==> src/rtl/rom_load_pkg.sv <==
// Shared types, default ioctl indices and the window-match helper for the
// ROM download router.
package rom_load_pkg;

   typedef enum logic [1:0] {IDLE, LOAD, HOLD} load_state_e;

   localparam logic [7:0] ROM_INDEX_DEF = 8'd0;
   localparam logic [7:0] MOD_INDEX_DEF = 8'd1;
   localparam logic [7:0] DIP_INDEX_DEF = 8'd254;

   // 17-bit compare so a window ending exactly at 0x10000 does not wrap to 0.
   function automatic logic rgn_hit(input logic [15:0] addr,
                                    input logic [15:0] base,
                                    input logic [4:0]  aw);
      logic [16:0] lo;
      logic [16:0] hi;
      lo = {1'b0, base};
      hi = lo + (17'd1 << aw);
      return ({1'b0, addr} >= lo) && ({1'b0, addr} < hi);
   endfunction

endpackage

==> src/rtl/rom_region_decode.sv <==
// One ROM address window: qualifies a ROM write against [BASE, BASE+2^AW)
// and produces the region-relative byte offset.
module rom_region_decode
   import rom_load_pkg::*;
#(
   parameter logic [15:0] BASE   = 16'h0000,
   parameter logic [4:0]  AW     = 5'd16,
   parameter int          MAX_AW = 16
) (
   input  logic              rom_wr,
   input  logic [15:0]       addr,
   output logic              hit,
   output logic [MAX_AW-1:0] offset
);

   logic [15:0] diff;

   assign diff   = addr - BASE;
   assign hit    = rom_wr & rgn_hit(addr, BASE, AW);
   assign offset = MAX_AW'(diff);

endmodule

==> src/rtl/rom_load_router.sv <==
// Routes hps_io ioctl download bytes to ROM region write strobes, DIP bytes and
// a variant select, and sequences core reset around each ROM load.
module rom_load_router
   import rom_load_pkg::*;
#(
   parameter int                        NUM_REGIONS = 4,
   parameter int                        MAX_AW      = 16,
   parameter logic [NUM_REGIONS*16-1:0] REGION_BASE = {16'hFF00, 16'hE000, 16'h0000, 16'h0000},
   parameter logic [NUM_REGIONS*5-1:0]  REGION_AW   = {5'd16, 5'd12, 5'd16, 5'd15},
   parameter logic [7:0]                ROM_INDEX   = ROM_INDEX_DEF,
   parameter logic [7:0]                MOD_INDEX   = MOD_INDEX_DEF,
   parameter logic [7:0]                DIP_INDEX   = DIP_INDEX_DEF,
   parameter int                        NUM_MODS    = 5,
   parameter int                        HOLD_CYCLES = 256,
   parameter logic [63:0]               DIP_DEFAULT = 64'h0
) (
   input  logic                   clk_sys,
   input  logic                   reset_n,
   input  logic                   ioctl_download,
   input  logic                   ioctl_wr,
   input  logic [24:0]            ioctl_addr,
   input  logic [7:0]             ioctl_dout,
   input  logic [7:0]             ioctl_index,
   output logic [NUM_REGIONS-1:0] rgn_we,
   output logic [MAX_AW-1:0]      rgn_addr,
   output logic [7:0]             rgn_data,
   output logic [63:0]            dip_sw,
   output logic [NUM_MODS-1:0]    mod_sel,
   output logic                   core_reset_n,
   output logic                   load_busy,
   output logic                   load_done,
   output logic [24:0]            byte_count,
   output logic [15:0]            checksum
);

   localparam int         CW       = $clog2(HOLD_CYCLES + 1);
   localparam logic [8:0] MODS_LIM = 9'(NUM_MODS);

   load_state_e state, next_state;
   logic [CW-1:0] cnt, cnt_next;
   logic          start_load, hold_done;
   logic          core_reset_n_d, load_busy_d;

   logic rom_req, rom_wr, dip_wr, mod_wr;
   logic [NUM_REGIONS-1:0] hit;
   logic [MAX_AW-1:0]      offset [NUM_REGIONS];
   logic [MAX_AW-1:0]      sel_offset;

   assign rom_req = ioctl_download & (ioctl_index == ROM_INDEX);
   assign rom_wr  = ioctl_wr & rom_req & (ioctl_addr[24:16] == '0);
   assign dip_wr  = ioctl_wr & (ioctl_index == DIP_INDEX) & (ioctl_addr[24:3] == '0);
   assign mod_wr  = ioctl_wr & (ioctl_index == MOD_INDEX);

   for (genvar i = 0; i < NUM_REGIONS; i++) begin : g_rgn
      rom_region_decode #(
         .BASE   (REGION_BASE[i*16 +: 16]),
         .AW     (REGION_AW[i*5 +: 5]),
         .MAX_AW (MAX_AW)
      ) u_decode (
         .rom_wr (rom_wr),
         .addr   (ioctl_addr[15:0]),
         .hit    (hit[i]),
         .offset (offset[i])
      );
   end

   // Overlapping windows all strobe; the offset comes from the lowest-numbered hit.
   always_comb begin
      // NOTE: every always_comb output gets a default first so no latch is inferred.
      sel_offset = '0;
      for (int i = NUM_REGIONS - 1; i >= 0; i--) begin
         if (hit[i]) sel_offset = offset[i];
      end
   end

   // NOTE: sequential state uses non-blocking assignments only, so every
   // register samples pre-edge values regardless of statement order.
   always_ff @(posedge clk_sys or negedge reset_n) begin
      if (!reset_n) begin
         state <= HOLD;
         cnt   <= CW'(HOLD_CYCLES - 1);
      end else begin
         state <= next_state;
         cnt   <= cnt_next;
      end
   end

   always_comb begin
      next_state = state;
      cnt_next   = cnt;
      start_load = 1'b0;
      hold_done  = 1'b0;
      if (rom_req) begin
         next_state = LOAD;
         start_load = (state != LOAD);
      end else begin
         case (state)
            LOAD: if (!ioctl_download) begin
               next_state = HOLD;
               cnt_next   = CW'(HOLD_CYCLES - 1);
            end
            HOLD: if (cnt == '0) begin
               next_state = IDLE;
               hold_done  = 1'b1;
            end else begin
               cnt_next = cnt - 1'b1;
            end
            default: ;
         endcase
      end
   end

   always_comb begin
      core_reset_n_d = (next_state == IDLE);
      load_busy_d    = (next_state != IDLE);
   end

   always_ff @(posedge clk_sys or negedge reset_n) begin
      if (!reset_n) begin
         core_reset_n <= 1'b0;
         load_busy    <= 1'b1;
         load_done    <= 1'b0;
         byte_count   <= '0;
         checksum     <= '0;
      end else begin
         core_reset_n <= core_reset_n_d;
         load_busy    <= load_busy_d;
         if (start_load)     load_done <= 1'b0;
         else if (hold_done) load_done <= 1'b1;
         // A write landing on the entry cycle is the first byte of the new load.
         if (start_load) begin
            byte_count <= rom_wr ? 25'd1 : 25'd0;
            checksum   <= rom_wr ? {8'd0, ioctl_dout} : 16'd0;
         end else if (rom_wr) begin
            if (byte_count != '1) byte_count <= byte_count + 25'd1;
            checksum <= checksum + {8'd0, ioctl_dout};
         end
      end
   end

   always_ff @(posedge clk_sys or negedge reset_n) begin
      if (!reset_n) begin
         rgn_we   <= '0;
         rgn_addr <= '0;
         rgn_data <= '0;
         dip_sw   <= DIP_DEFAULT;
         mod_sel  <= NUM_MODS'(1);
      end else begin
         rgn_we <= hit;
         if (|hit)  rgn_addr <= sel_offset;
         if (rom_wr) rgn_data <= ioctl_dout;
         if (dip_wr) dip_sw[{ioctl_addr[2:0], 3'b000} +: 8] <= ioctl_dout;
         if (mod_wr) mod_sel <= ({1'b0, ioctl_dout} < MODS_LIM) ? (NUM_MODS'(1) << ioctl_dout) : '0;
      end
   end

endmodule

==> config.mk <==
export PLATFORM = sky130hd
export DESIGN_NAME = rom_load_router
export DESIGN_NICKNAME = d
export VERILOG_FILES = /design/src/rtl/rom_load_pkg.sv /design/src/rtl/rom_region_decode.sv /design/src/rtl/rom_load_router.sv
export SDC_FILE = /design/constraint.sdc
export NUM_CORES = 1
export LEC_CHECK = 0
export ABC_CLOCK_PERIOD_IN_PS = 2600
export BUFFER_PORTS_ARGS = -buffer_cell sky130_fd_sc_hd__buf_2
export CAP_MARGIN = 20
export CELL_PAD_IN_SITES_DETAIL_PLACEMENT = 1
export CELL_PAD_IN_SITES_GLOBAL_PLACEMENT = 2
export CORE_UTILIZATION = 34
export CTS_BUF_LIST = sky130_fd_sc_hd__clkbuf_16
export DETAILED_ROUTE_END_ITERATION = 7
export GPL_TIMING_DRIVEN = 1
export PLACE_DENSITY = 0.91
export SETUP_SLACK_MARGIN = 0.1
export SYNTH_ARGS = -nofsm -noshare
export SYNTH_HDL_FRONTEND = slang
export SYNTH_SLANG_ARGS = --single-unit
==> constraint.sdc <==
create_clock -name clk_sys -period 2.6 [get_ports clk_sys]
set_input_delay 0.26 -clock clk_sys [delete_from_list [all_inputs] [get_ports clk_sys]]
set_output_delay 0.26 -clock clk_sys [all_outputs]
set_load 0.01 [all_outputs]
# Word-level counts from Yosys, hierarchy flattened
# Index checks and enable logic that the tools add are counted.
[op_classes] n_addsub=6 order_cmp=6 n_eq_ne=8 n_shift=3 n_mux=26 bitwise_logic=10 n_reduce_logical=15
[op_table] cell="2-to-1 mux 16 bit" n=6
[op_table] cell="2-to-1 mux 25 bit" n=3
[op_table] cell="bitwise mux 64 bit" n=1
[op_table] cell="variable shift 8 x 8 -> 64 bit, first input constant" n=1
[op_table] cell="variable part select 8 x 8 -> 64 bit" n=1
[op_table] cell="greater-or-equal comparator 16 bit, second input constant" n=2
[op_table] cell="less-than comparator 16 bit, second input constant" n=2
[op_table] cell="subtractor 16 bit, second input constant" n=2
[op_table] cell="adder 25 x 1 -> 25 bit, second input constant" n=1
[op_table] cell="!= test 25 bit, second input constant" n=1
[op_table] cell="zero test 22 bit" n=1
[op_table] cell="zero test 9 bit" n=2
[op_table] cell="2-to-1 mux 9 bit" n=2
[op_table] cell="case mux 9 bit (2 select lines)" n=1
[op_table] cell="less-than comparator 16 x 17 -> 1 bit, second input constant" n=1
[op_table] cell="adder 16 x 8 -> 16 bit" n=1
[op_table] cell="nonzero test 2 bit" n=5
[op_table] cell="AND 1 bit" n=9
[op_table] cell="subtractor 9 x 1 -> 9 bit, second input constant" n=1
[op_table] cell="== test 8 x 1 -> 1 bit, second input constant" n=1
[op_table] cell="== test 8 bit, second input constant" n=1
[op_table] cell="zero test 8 bit" n=1
[op_table] cell="less-than comparator 8 x 3 -> 1 bit, second input constant" n=1
[op_table] cell="2-to-1 mux 8 bit" n=1
[op_table] cell="other kinds (16)" n=26
[totals] reg_bits=152 in_bits=45 output_inout_bits=141 word_cells=86

# Logic depth before layout (Yosys ltp)
# Gate-level depths: netlist (run 1).
[logic_depth] depth_word=9 depth_mapped=8 mapped_depth_nobuf=7

# Modules after synthesis
# Synthesis (run 1) repeated with hierarchy kept, for this count alone.
[hier_totals] cells_unflattened=820 area_unflattened_um2=8470.6
[by_module_without_submodules] mod="rom_load_router" instances=1 cells_per_inst=742 area_per_inst_um2=7895.1 seq_area_each_um2=3817.4
[by_module_without_submodules] mod="rom_region_decode at g_rgn[3].u_decode" instances=1 cells_per_inst=26 area_per_inst_um2=178.9 seq_area_each_um2=0.0
[by_module_without_submodules] mod="rom_region_decode at g_rgn[2].u_decode" instances=1 cells_per_inst=18 area_per_inst_um2=135.1 seq_area_each_um2=0.0
[by_module_without_submodules] mod="rom_region_decode at g_rgn[0].u_decode" instances=1 cells_per_inst=17 area_per_inst_um2=133.9 seq_area_each_um2=0.0
[by_module_without_submodules] mod="rom_region_decode at g_rgn[1].u_decode" instances=1 cells_per_inst=17 area_per_inst_um2=127.6 seq_area_each_um2=0.0

# Least setup slack after synthesis (run 1)
# OpenSTA, ideal clock, no wires.
[synth_timing] kind="reg2reg" from="reg byte_count[3]" to="reg byte_count[23]" setup_time_ps=66 arrival_ps=2347 required_time_ps=2534 slack_ps=187 stages_incl_launch_ff=8 n_path_buf=2 period_less_slack_ps=2413 path_cell_list="dfrtp_1 -> buf_2 -> nand4_2 -> or4_4 -> or4_1 -> buf_2 -> or4_1 -> nand2_1"
[synth_via] elab_chain_cells=4 word_cells_on_any_way=7 classes_between="add/sub: 1; eq/ne: 1; mux: 3; reduce/logical: 2"
[synth_rtl] item="start, declared" line="rom_load_router.sv:32" text="output logic [24:0] byte_count,"
[synth_rtl] item="start signal, assigned" line="rom_load_router.sv:132" text="byte_count <= rom_wr ? 25'd1 : 25'd0;"
[synth_rtl] item="start signal, assigned" line="rom_load_router.sv:135" text="if (byte_count != '1) byte_count <= byte_count + 25'd1;"
[synth_rtl] item="adder 25 x 1 -> 25 bit" line="rom_load_router.sv:135"
[synth_rtl] item="2-to-1 mux 25 bit" line="rom_load_router.sv:135"
[synth_rtl] item="2-to-1 mux 25 bit" line="rom_load_router.sv:134" text="end else if (rom_wr) begin"
[synth_rtl] item="2-to-1 mux 25 bit" line="rom_load_router.sv:131" text="if (start_load) begin"
# Parallel ways exist; a longest one is shown, timed or not. The select of a mux whose other input is x is not followed.
# A chain may end at the register's enable or synchronous reset.

# Final worst setup path (run 1)
[layout_timing] from="reg byte_count[4]" to="reg byte_count[18]"
# Same word-level chain as after synthesis.

==> impl_metrics.yaml, run 1 <==
route:
  vias_per_cell: 5.32
  wire_per_inst_um: 19.7
  drc_errors: 0
  first_pass_iters: 5
  drtAntennaViolNets: 0
  drt_wl_total_um: 23900
  drt_iter0_markers: 298
  vias: 6475
synth:
  async_flop_share_pct: 100
  synthFlopType: "dfrtp_1"
  synth_cells: 716
  syn_nets: 781
  synth.distinct_cells: 69
  ys_ff_latch: 152
  netlist_area_sq_um: 7590
  yosysSeqAreaShare_pct: 50.3
  synth_edf_count: 0
  syn_avg_cell_area_sq_um: 10.6
  ys_warn_count: 0
clock_tree:
  post_cts_buffers: 0
  clk_pin_slew_worst_paths_ns: 0.07
  cts_tree: "built"
  cts_num_sinks: 152
  cts_buffer_depth: 2
  htree_levels: 4
  cts-buffers-inserted: 17
  clock-root-buffer: "clkbuf_16"
  clkLatencyLatePin_ns: 0.43
critical_path:
  critPathCaptureType: "flop"
  crit_required_ns: 2.95
  path_buf_inv: 0
  r2r-start: "byte_count[4]"
  r2r_end: "byte_count[18]"
  reg2reg_slack_ns: 0.28
  crit_start: "byte_count[4]"
  cp_top_family: "simple AND/OR/NAND/NOR gates"
  startpoint_type: "flop"
  slowest_delay_ns: 0.59
  path_cells: "nand4_2 > or4_4 > or4_4 > or3_1 > a21oi_1"
  critPathSlowestCell: "or4_4"
  r2r_cells: 5
  arrival_ns: 2.67
  worstPathMaxFanout: 8
  path_common_cell: "or4_4"
  critPathKind: "flop to flop"
timing:
  finalHoldViolCount: 0
  slew_headroom_pct: 52.4
  worstMarginPinSlew_ns: 0.708
  skew_ns: 0.00853
  slew_viol_final: 0
  max_freq_mhz: 431
  rsz0062_at_grt: "false"
  finalSetupTns_ns: 0
  finalSetupViolCount: 0
  period_share_pct: 89.3
  final.setup.worst_slack_ns: 0.278
  layout_min_cycle_time_ns: 2.32
placement:
  port-buffer-count: 185
  placed_area_sq_um: 9040
  place_congestion: 0.815
  hpwl_um: 17600
  pre_cts_ws_ns: 0.164
floorplan:
  row_count: 54
  initial_utilization_pct: 34.7
  die_area_sq_um: 22900
  die_y_um: 151
  io_pins: 186
  core-area_sq_um: 21900
  die_w_um: 151
outcome:
  status: "finished, final reports clean"
worst_hold_path:
  min_to: "rgn_we[0]"
  hold_start: "ioctl_addr[15]"
  worstHoldPathCells: 2
  hp-class: "input port to flop"
grt:
  grt.overflow.total: 0
  grt_pass1_vias: 6572
  grt_usage_pct: 21.5
  grt_max_degree: 69
  grt_first_pass_wirelength_um: 37600
  antenna_found_initial: 1
final_layout:
  final_area_sq_um: 9670
  fin_util_pct: 44.2
  drive_above_1_share_pct: 36.2
  syn2layout_area_growth_pct: 27.4
  fillers: 2484
  final_cell_mix: "184 x buf_2, 139 x dfrtp_1, 104 x nand2_1"
  final_common_cell: "buf_2"
  nets: 989
pwr:
  irDropWorstVdd_mv: 0.328
  p_per_area_nw_per_um2: 587
  p_leak_nw: 5.12
job:
  maxCapViolCount: 0
where the power goes:
part	internal (mW)	switching [mW]
Clock	1.31	1.25
Sequential	2.50	0.0711
Combinational	0.206	0.350
flip-flops by register name, indices dropped and copies added, names as in the netlist:
signal and flops:
load_busy 1, core_reset_n 1, byte_count 25, state 2, rgn_addr 16, rgn_data 8, load_done 1, cnt 9
dip_sw 64, mod_sel 5, checksum 16, rgn_we 4
cells in the mapped netlist, types with 5 or more instances:
| library cell | number | area [sq um] |
|---|---|---|
| inv_1 | 24 | 90.1 |
| o211ai_1 | 5 | 37.5 |
| nor2_1 | 28 | 105 |
| nor4_1 | 6 | 37.5 |
| nand2_1 | 104 | 390 |
| and4_1 | 5 | 43.8 |
| nand4_1 | 11 | 68.8 |
| a22o_1 | 6 | 52.6 |
| dfstp_2 | 11 | 289 |
| mux2_1 | 12 | 135 |
| o21ai_0 | 34 | 170 |
| nand3_4 | 5 | 87.6 |
| and2_1 | 20 | 125 |
| and3_1 | 18 | 113 |
| a21oi_1 | 33 | 165 |
| dfrtp_1 | 141 | 3530 |
| xnor2_1 | 6 | 52.6 |
| or3_1 | 17 | 106 |
| or4_1 | 8 | 60.1 |
| clkbuf_1 | 23 | 86.3 |
| a21o_1 | 6 | 45.0 |
| ha_1 | 19 | 238 |
| mux2_2 | 52 | 586 |
| nand2b_1 | 6 | 37.5 |
| nor3_1 | 11 | 55.1 |
| mux2i_1 | 5 | 50.1 |
| nand3_1 | 23 | 115 |
final cells by class:
| class | count | area [sq um] | area share, % |
|---|---|---|---|
| flip-flops and latches | 152 | 3820 | 39.5 |
| well taps | 280 | 350 | 3.62 |
| repair buffers | 218 | 1220 | 12.6 |
| diodes | 1 | 2.50 | 0.0259 |
| clock inverters | 15 | 180 | 1.86 |
| clock buffers | 17 | 425 | 4.40 |
| multi-input cells | 511 | 3590 | 37.1 |
| inverters | 24 | 90.1 | 0.931 |
repair_timing:
item                                   in CTS  in global routing
endpoints found under the hold margin      56                  0
setup endpoints to repair                   0                 11
hold buffers                                1                  0
gates resized for setup                     0                  5
how the worst max path moves through the flow:
stage	endpoint	slack (ns)	depth (start not counted)
final	byte_count[18]	0.28	5
after global routing	cnt[2]	0.10	7
after CTS	byte_count[20]	0.15	5
after detailed placement	byte_count[18]	0.16	5
after global placement	byte_count[16]	0.19	8
after floorplan	byte_count[23]	0.19	7
logic make-up after synthesis:
logic type	count (synthesis)	share of synthesized area, %
flops	152	50.3
mux	69	10.2
xor+xnor	9	1.04
buf+inv	53	2.65
fa+ha+maj	20	3.40
compound gates	129	11.1
simple gates	284	21.3
per-stage QoR:
step / power [mW] / std cells / hold slack [ns]
global route: 5.90 / 1217 / 0.0215
CTS: 5.73 / 1217 / 0.0224
finish: 5.68 / 1218 / 0.0314
detailed placement: 3.18 / 1184 / 0.333
floorplan: 2.90 / 716 / -0.0356
global placement: 3.15 / 1184 / 0.315
metal layers:
| metal | vias up | GRT usage, % | share of wire [%] |
|---|---|---|---|
| li1 | 2999 | - | - |
| met1 | 3286 | 28.4 | 45 |
| met2 | 171 | 36.3 | 48 |
| met3 | 17 | 5.00 | 5.9 |
| met4 | 2 | 3.75 | 0.76 |
| met5 | - | 0 | 0.054 |
Note: power is estimated with default switching activity, not from simulation.
==> run 2: changes to the inputs <==
Settings changed: PLACE_DENSITY 0.91 to 0.86.
==> impl_metrics.yaml, run 2 (synthesis gave the netlist of run 1 again) <==
critical_path:
  slowest_delay_ns: 0.59
  r2r-start: "byte_count[4]"
  path_common_cell: "or4_4"
  arrival_ns: 2.73
  crit_required_ns: 2.96
  critPathKind: "flop to flop"
  startpoint_type: "flop"
  critPathCaptureType: "flop"
  r2r_cells: 5
  reg2reg_slack_ns: 0.24
  r2r_end: "byte_count[23]"
  critPathSlowestCell: "or4_4"
  path_cells: "nand4_2 > or4_4 > or4_4 > or4_1 > nand2_1"
  worstPathMaxFanout: 8
timing:
  finalSetupViolCount: 0
  slew_viol_final: 0
  skew_ns: 0.00868
  worstMarginPinSlew_ns: 0.786
  rsz0062_at_grt: "false"
  layout_min_cycle_time_ns: 2.36
  max_freq_mhz: 423
  finalHoldViolCount: 0
  slew_headroom_pct: 47.6
  finalSetupTns_ns: 0
  period_share_pct: 90.9
  final.setup.worst_slack_ns: 0.236
clock_tree:
  clock-root-buffer: "clkbuf_16"
  clkLatencyLatePin_ns: 0.42
  htree_levels: 4
  cts_buffer_depth: 2
  cts_num_sinks: 152
  cts-buffers-inserted: 17
  cts_tree: "built"
  clk_pin_slew_worst_paths_ns: 0.07
worst_hold_path:
  hp-class: "input port to flop"
  worstHoldPathCells: 2
  hold_start: "ioctl_addr[15]"
  min_to: "rgn_we[0]"
final_layout:
  layout.cells.non_filler: 1224
  drive_above_1_share_pct: 36.3
  largest_reg_flops: 64
  syn2layout_area_growth_pct: 27.8
  top_regs: "dip_sw: 64 flops, byte_count: 25 flops"
  nets: 994
  regMostFlops: "dip_sw"
  final_common_cell: "buf_2"
  final_cell_mix: "184 x buf_2, 140 x dfrtp_1, 104 x nand2_1"
pwr:
  p_per_area_nw_per_um2: 591
  p_int_mw: 4.17
  total_power_mw: 5.73
  p_leak_nw: 5.15
  power_frac_clock_pct: 45.3
  power_frac_comb_pct: 9.8
  p_seq_share_pct: 44.9
  p_sw_share_pct: 27.3
  p_sw_mw: 1.56
  irDropWorstVdd_mv: 0.454
job:
  maxCapViolCount: 0
floorplan:
  io_pins: 186
  die_w_um: 151
  die_y_um: 151
  initial_utilization_pct: 34.7
  row_count: 54
  die_area_sq_um: 22900
  core-area_sq_um: 21900
placement:
  port-buffer-count: 185
  hpwl_um: 17400
  pre_cts_ws_ns: 0.133
  dpl.cell_count: 1189
  place_congestion: 0.818
grt:
  grt_first_pass_wirelength_um: 36900
  grt.overflow.total: 0
  grt_usage_pct: 21.4
  grt_max_degree: 79
  antenna_found_initial: 3
  grt_pass1_vias: 6545
route:
  drt_iter0_markers: 199
  first_pass_iters: 4
  vias: 6423
  drtAntennaViolNets: 0
  drc_errors: 0
  wire_per_inst_um: 19.3
  drt_wl_total_um: 23700
  vias_per_cell: 5.25
outcome:
  status: "finished, final reports clean"
run 2: critical path: cells and delay by family, from the launching register on:
| family | cells | cell delay [ns] |
|---|---|---|
| flops | 1 | 0.44 |
| simple gates | 5 | 1.87 |
run 2: area by class of cell:
cell class                      count  area [sq um]
Antenna cell                        2          5.00
Multi-Input combinational cell    511          3580
Tap cell                          280           350
Sequential cell                   152          3820
Clock inverter                     15           178
Timing Repair Buffer              223          1260
Clock buffer                       17           425
Inverter                           24          90.1
Fill cell                        2477         12200
run 2: timing repair:
action,4_1_cts,5_1_grt
hold endpoints to repair,66,0
resized for setup,0,3
buffers inserted,0,0
endpoints found under the setup margin,0,5
hold buffers,1,0
run 2: routing by layer:
layer | GRT usage [%] | part of all wire, % | vias to the layer above | wire length [um]
li1 | - | - | 3014 | -
met1 | 27.9 | 45 | 3217 | 10600
met2 | 35.0 | 48 | 164 | 11300
met3 | 4.91 | 5.9 | 26 | 1400
met4 | 6.60 | 1.6 | 2 | 367
met5 | 0 | 0.051 | - | 12
run 2: power groups by stage:
stage | combinational (mW) | sequential, mW | clock (mW)
floorplan | 0.302 | 2.60 | 0
global placement | 0.549 | 2.61 | 0
detailed placement | 0.571 | 2.61 | 0
CTS | 0.576 | 2.57 | 2.65
global route | 0.637 | 2.58 | 2.74
finish | 0.562 | 2.57 | 2.60
run 2: stage by stage:
| step | instance area [sq um] | hold slack (ns) | utilization (%) |
|---|---|---|---|
| global placement | 9080 | 0.369 | 41.5 |
| global route | 9700 | 0.0320 | 44.3 |
| detailed placement | 9080 | 0.370 | 41.5 |
| floorplan | 7590 | -0.0356 | - |
| finish | 9700 | 0.0333 | 44.3 |
| CTS | 9690 | 0.0208 | 44.3 |
run 2: worst max-delay path by stage:
stage,startpoint,end,slack (ns),cells after the start
2_1_floorplan,byte_count[3],byte_count[23],0.19,7
3_5_place_dp,byte_count[4],byte_count[19],0.13,5
4_1_cts,byte_count[4],byte_count[23],0.11,5
3_3_place_gp,byte_count[4],byte_count[23],0.17,5
5_1_grt,cnt[1],cnt[2],0.13,7
6_report,byte_count[4],byte_count[23],0.24,5
==> run 3: changes to the inputs <==
Settings changed: PLACE_DENSITY 0.86 to 0.85, SYNTH_HIERARCHICAL set to 1.
==> impl_metrics.yaml, run 3 <==
outcome:
  status: "finished, final reports clean"
final_layout:
  syn2layout_area_growth_pct: 21.6
  regMostFlops: "dip_sw"
  fillers: 2795
  top_regs: "dip_sw: 64 flops, byte_count: 25 flops"
  drive_above_1_share_pct: 37.1
  layout.cells.non_filler: 1313
  final_area_sq_um: 10300
  antenna_cells: 0
  final_cell_mix: "184 x buf_2, 141 x dfrtp_1, 69 x nand2_1"
  largest_reg_flops: 64
  nets: 1038
  fin_util_pct: 42.2
  final_common_cell: "buf_2"
critical_path:
  reg2reg_slack_ns: 0.23
  critPathCaptureType: "flop"
  crit_required_ns: 2.95
  startpoint_type: "flop"
  worstPathMaxFanout: 4
  arrival_ns: 2.72
  r2r_cells: 7
  critPathKind: "flop to flop"
synth:
  ys_ff_latch: 152
  yosysMostFrequentCell: "dfrtp_1"
  ys_warn_count: 6
  synth.distinct_cells: 70
  async_flop_share_pct: 100
  synth_cells: 820
  syn_avg_cell_area_sq_um: 10.3
  netlist_area_sq_um: 8470
  yosysSeqAreaShare_pct: 45.1
  synthFlopType: "dfrtp_1"
  synth.top_cell.area_share_pct: 41.7
  syn_nets: 882
  yosys.area.top_type: "dfrtp_1"
  netlist_top_cells_count: "141 x dfrtp_1, 69 x nand2_1, 56 x buf_4, 46 x mux2_2, 40 x nand3_1"
  synth_edf_count: 0
  synth.area.top_cells: "dfrtp_1 42%, mux2_2 6.1%, buf_4 5.0%"
route:
  first_pass_iters: 6
  vias_per_cell: 5.34
  drt_wl_total_um: 25800
  drtAntennaViolNets: 0
  vias: 7010
  drt_iter0_markers: 356
  drc_errors: 0
  wire_per_inst_um: 19.6
floorplan:
  die_w_um: 160
  row_count: 57
  die_y_um: 160
  initial_utilization_pct: 34.7
  die_area_sq_um: 25500
  io_pins: 186
  core-area_sq_um: 24400
grt:
  grt.overflow.total: 0
  use_met1_pct: 27.0
  use_met2_pct: 33.9
  busiest_layer: "met2"
  met3_usage_pct: 5.66
  antenna_found_initial: 1
  grt_first_pass_wirelength_um: 41700
  grt_usage_pct: 20.7
  grt_pass1_vias: 7383
  grt_max_degree: 63
timing:
  period_share_pct: 91.2
  worstMarginPinSlew_ns: 0.667
  skew_ns: 0.0140
  finalSetupTns_ns: 0
  finalHoldViolCount: 0
  holdWs_ns: 0.126
  slew_viol_final: 0
  rsz0062_at_grt: "false"
  layout_min_cycle_time_ns: 2.37
  final.setup.worst_slack_ns: 0.230
  slew_headroom_pct: 55.5
  max_freq_mhz: 422
  finalSetupViolCount: 0
placement:
  place_congestion: 0.767
  pre_cts_ws_ns: 0.0522
  port-buffer-count: 185
  hpwl_um: 18600
  dpl.cell_count: 1280
  placed_area_sq_um: 9640
pwr:
  p_leak_nw: 5.17
  p_per_area_nw_per_um2: 550
  irDropWorstVdd_mv: 0.410
  total_power_mw: 5.66
clock_tree:
  cts_num_sinks: 152
  cts-buffers-inserted: 17
  clock-root-buffer: "clkbuf_16"
  cts_tree: "built"
  htree_levels: 4
  clkLatencyLatePin_ns: 0.43
  cts_buffer_depth: 2
  clk_pin_slew_worst_paths_ns: 0.08
worst_hold_path:
  worstHoldPathCells: 2
  hp-class: "input port to flop"
job:
  maxCapViolCount: 0
==> run 3: changes by cell type after synthesis, sizes merged, moves of 13 or more <==
cell    delta
nor2b     +18
mux2      -17
a221o     +15
a21bo     +19
nand2     -35
o211ai    +13
a221oi    +16
and2      -19
nor3      +21
nand3     +15
buf       +56
==> run 3: what timing repair did <==
| action | 4_1_cts | 5_1_grt |
|---|---|---|
| endpoints found under the hold margin | 49 | 0 |
| setup endpoints to repair | 0 | 2 |
| hold buffers | 1 | 0 |
| buffers inserted | 0 | 0 |
| gates resized for setup | 0 | 2 |
==> run 3: path summary, 6_finish.rpt <==
| path | startpoint | to |
|---|---|---|
| max in group asynchronous | reset_n | mod_sel[0] |
| setup reg to reg | cnt[0] | load_busy |
| setup / recovery | cnt[0] | load_busy |
| hold / removal | ioctl_addr[6] | rgn_addr[6] |
| hold reg to reg | mod_sel[0] | mod_sel[0] |
| min in group asynchronous | reset_n | byte_count[13] |
==> run 3: worst max-delay path, stage by stage, from the launching register on <==
cell and delay [ns]:
dfstp_2 0.37, inv_1 0.08, ha_1 0.21, or3b_2 0.52, o41ai_4 0.39, a21oi_1 0.11
or2_2 0.31, or2_2 0.30
==> run 3: final cells by class <==
class                   instances  area [sq um]  area share (%)
multi-input cells             544          4000            38.9
flip-flops and latches        152          3820            37.1
repair buffers                234          1340            13.0
clock buffers                  17           425            4.13
well taps                     324           405            3.94
clock inverters                15           204            1.98
inverters                      27           101           0.984
==> run 3: report_power, final <==
group / switching [mW] / internal, mW
clock network: 1.27 / 1.32
logic: 0.341 / 0.178
registers: 0.0749 / 2.48
total: 1.68 / 3.98
==> run 3: layer usage <==
| layer | vias up | routed length (um) |
|---|---|---|
| li1 | 3277 | - |
| met1 | 3536 | 11500 |
| met2 | 171 | 12300 |
| met3 | 24 | 1620 |
| met4 | 2 | 284 |
| met5 | - | 8 |
==> run 3: cells by family after synthesis <==
logic type,after synthesis,share of synthesized area (%)
buffers and inverters,124,8.14
AND/OR/NAND/NOR,298,20.8
multiplexers,62,8.02
AO/OA/AOI/OAI,155,14.1
adder cells (fa/ha/maj),17,2.60
flip-flops,152,45.1
XOR/XNOR,12,1.24
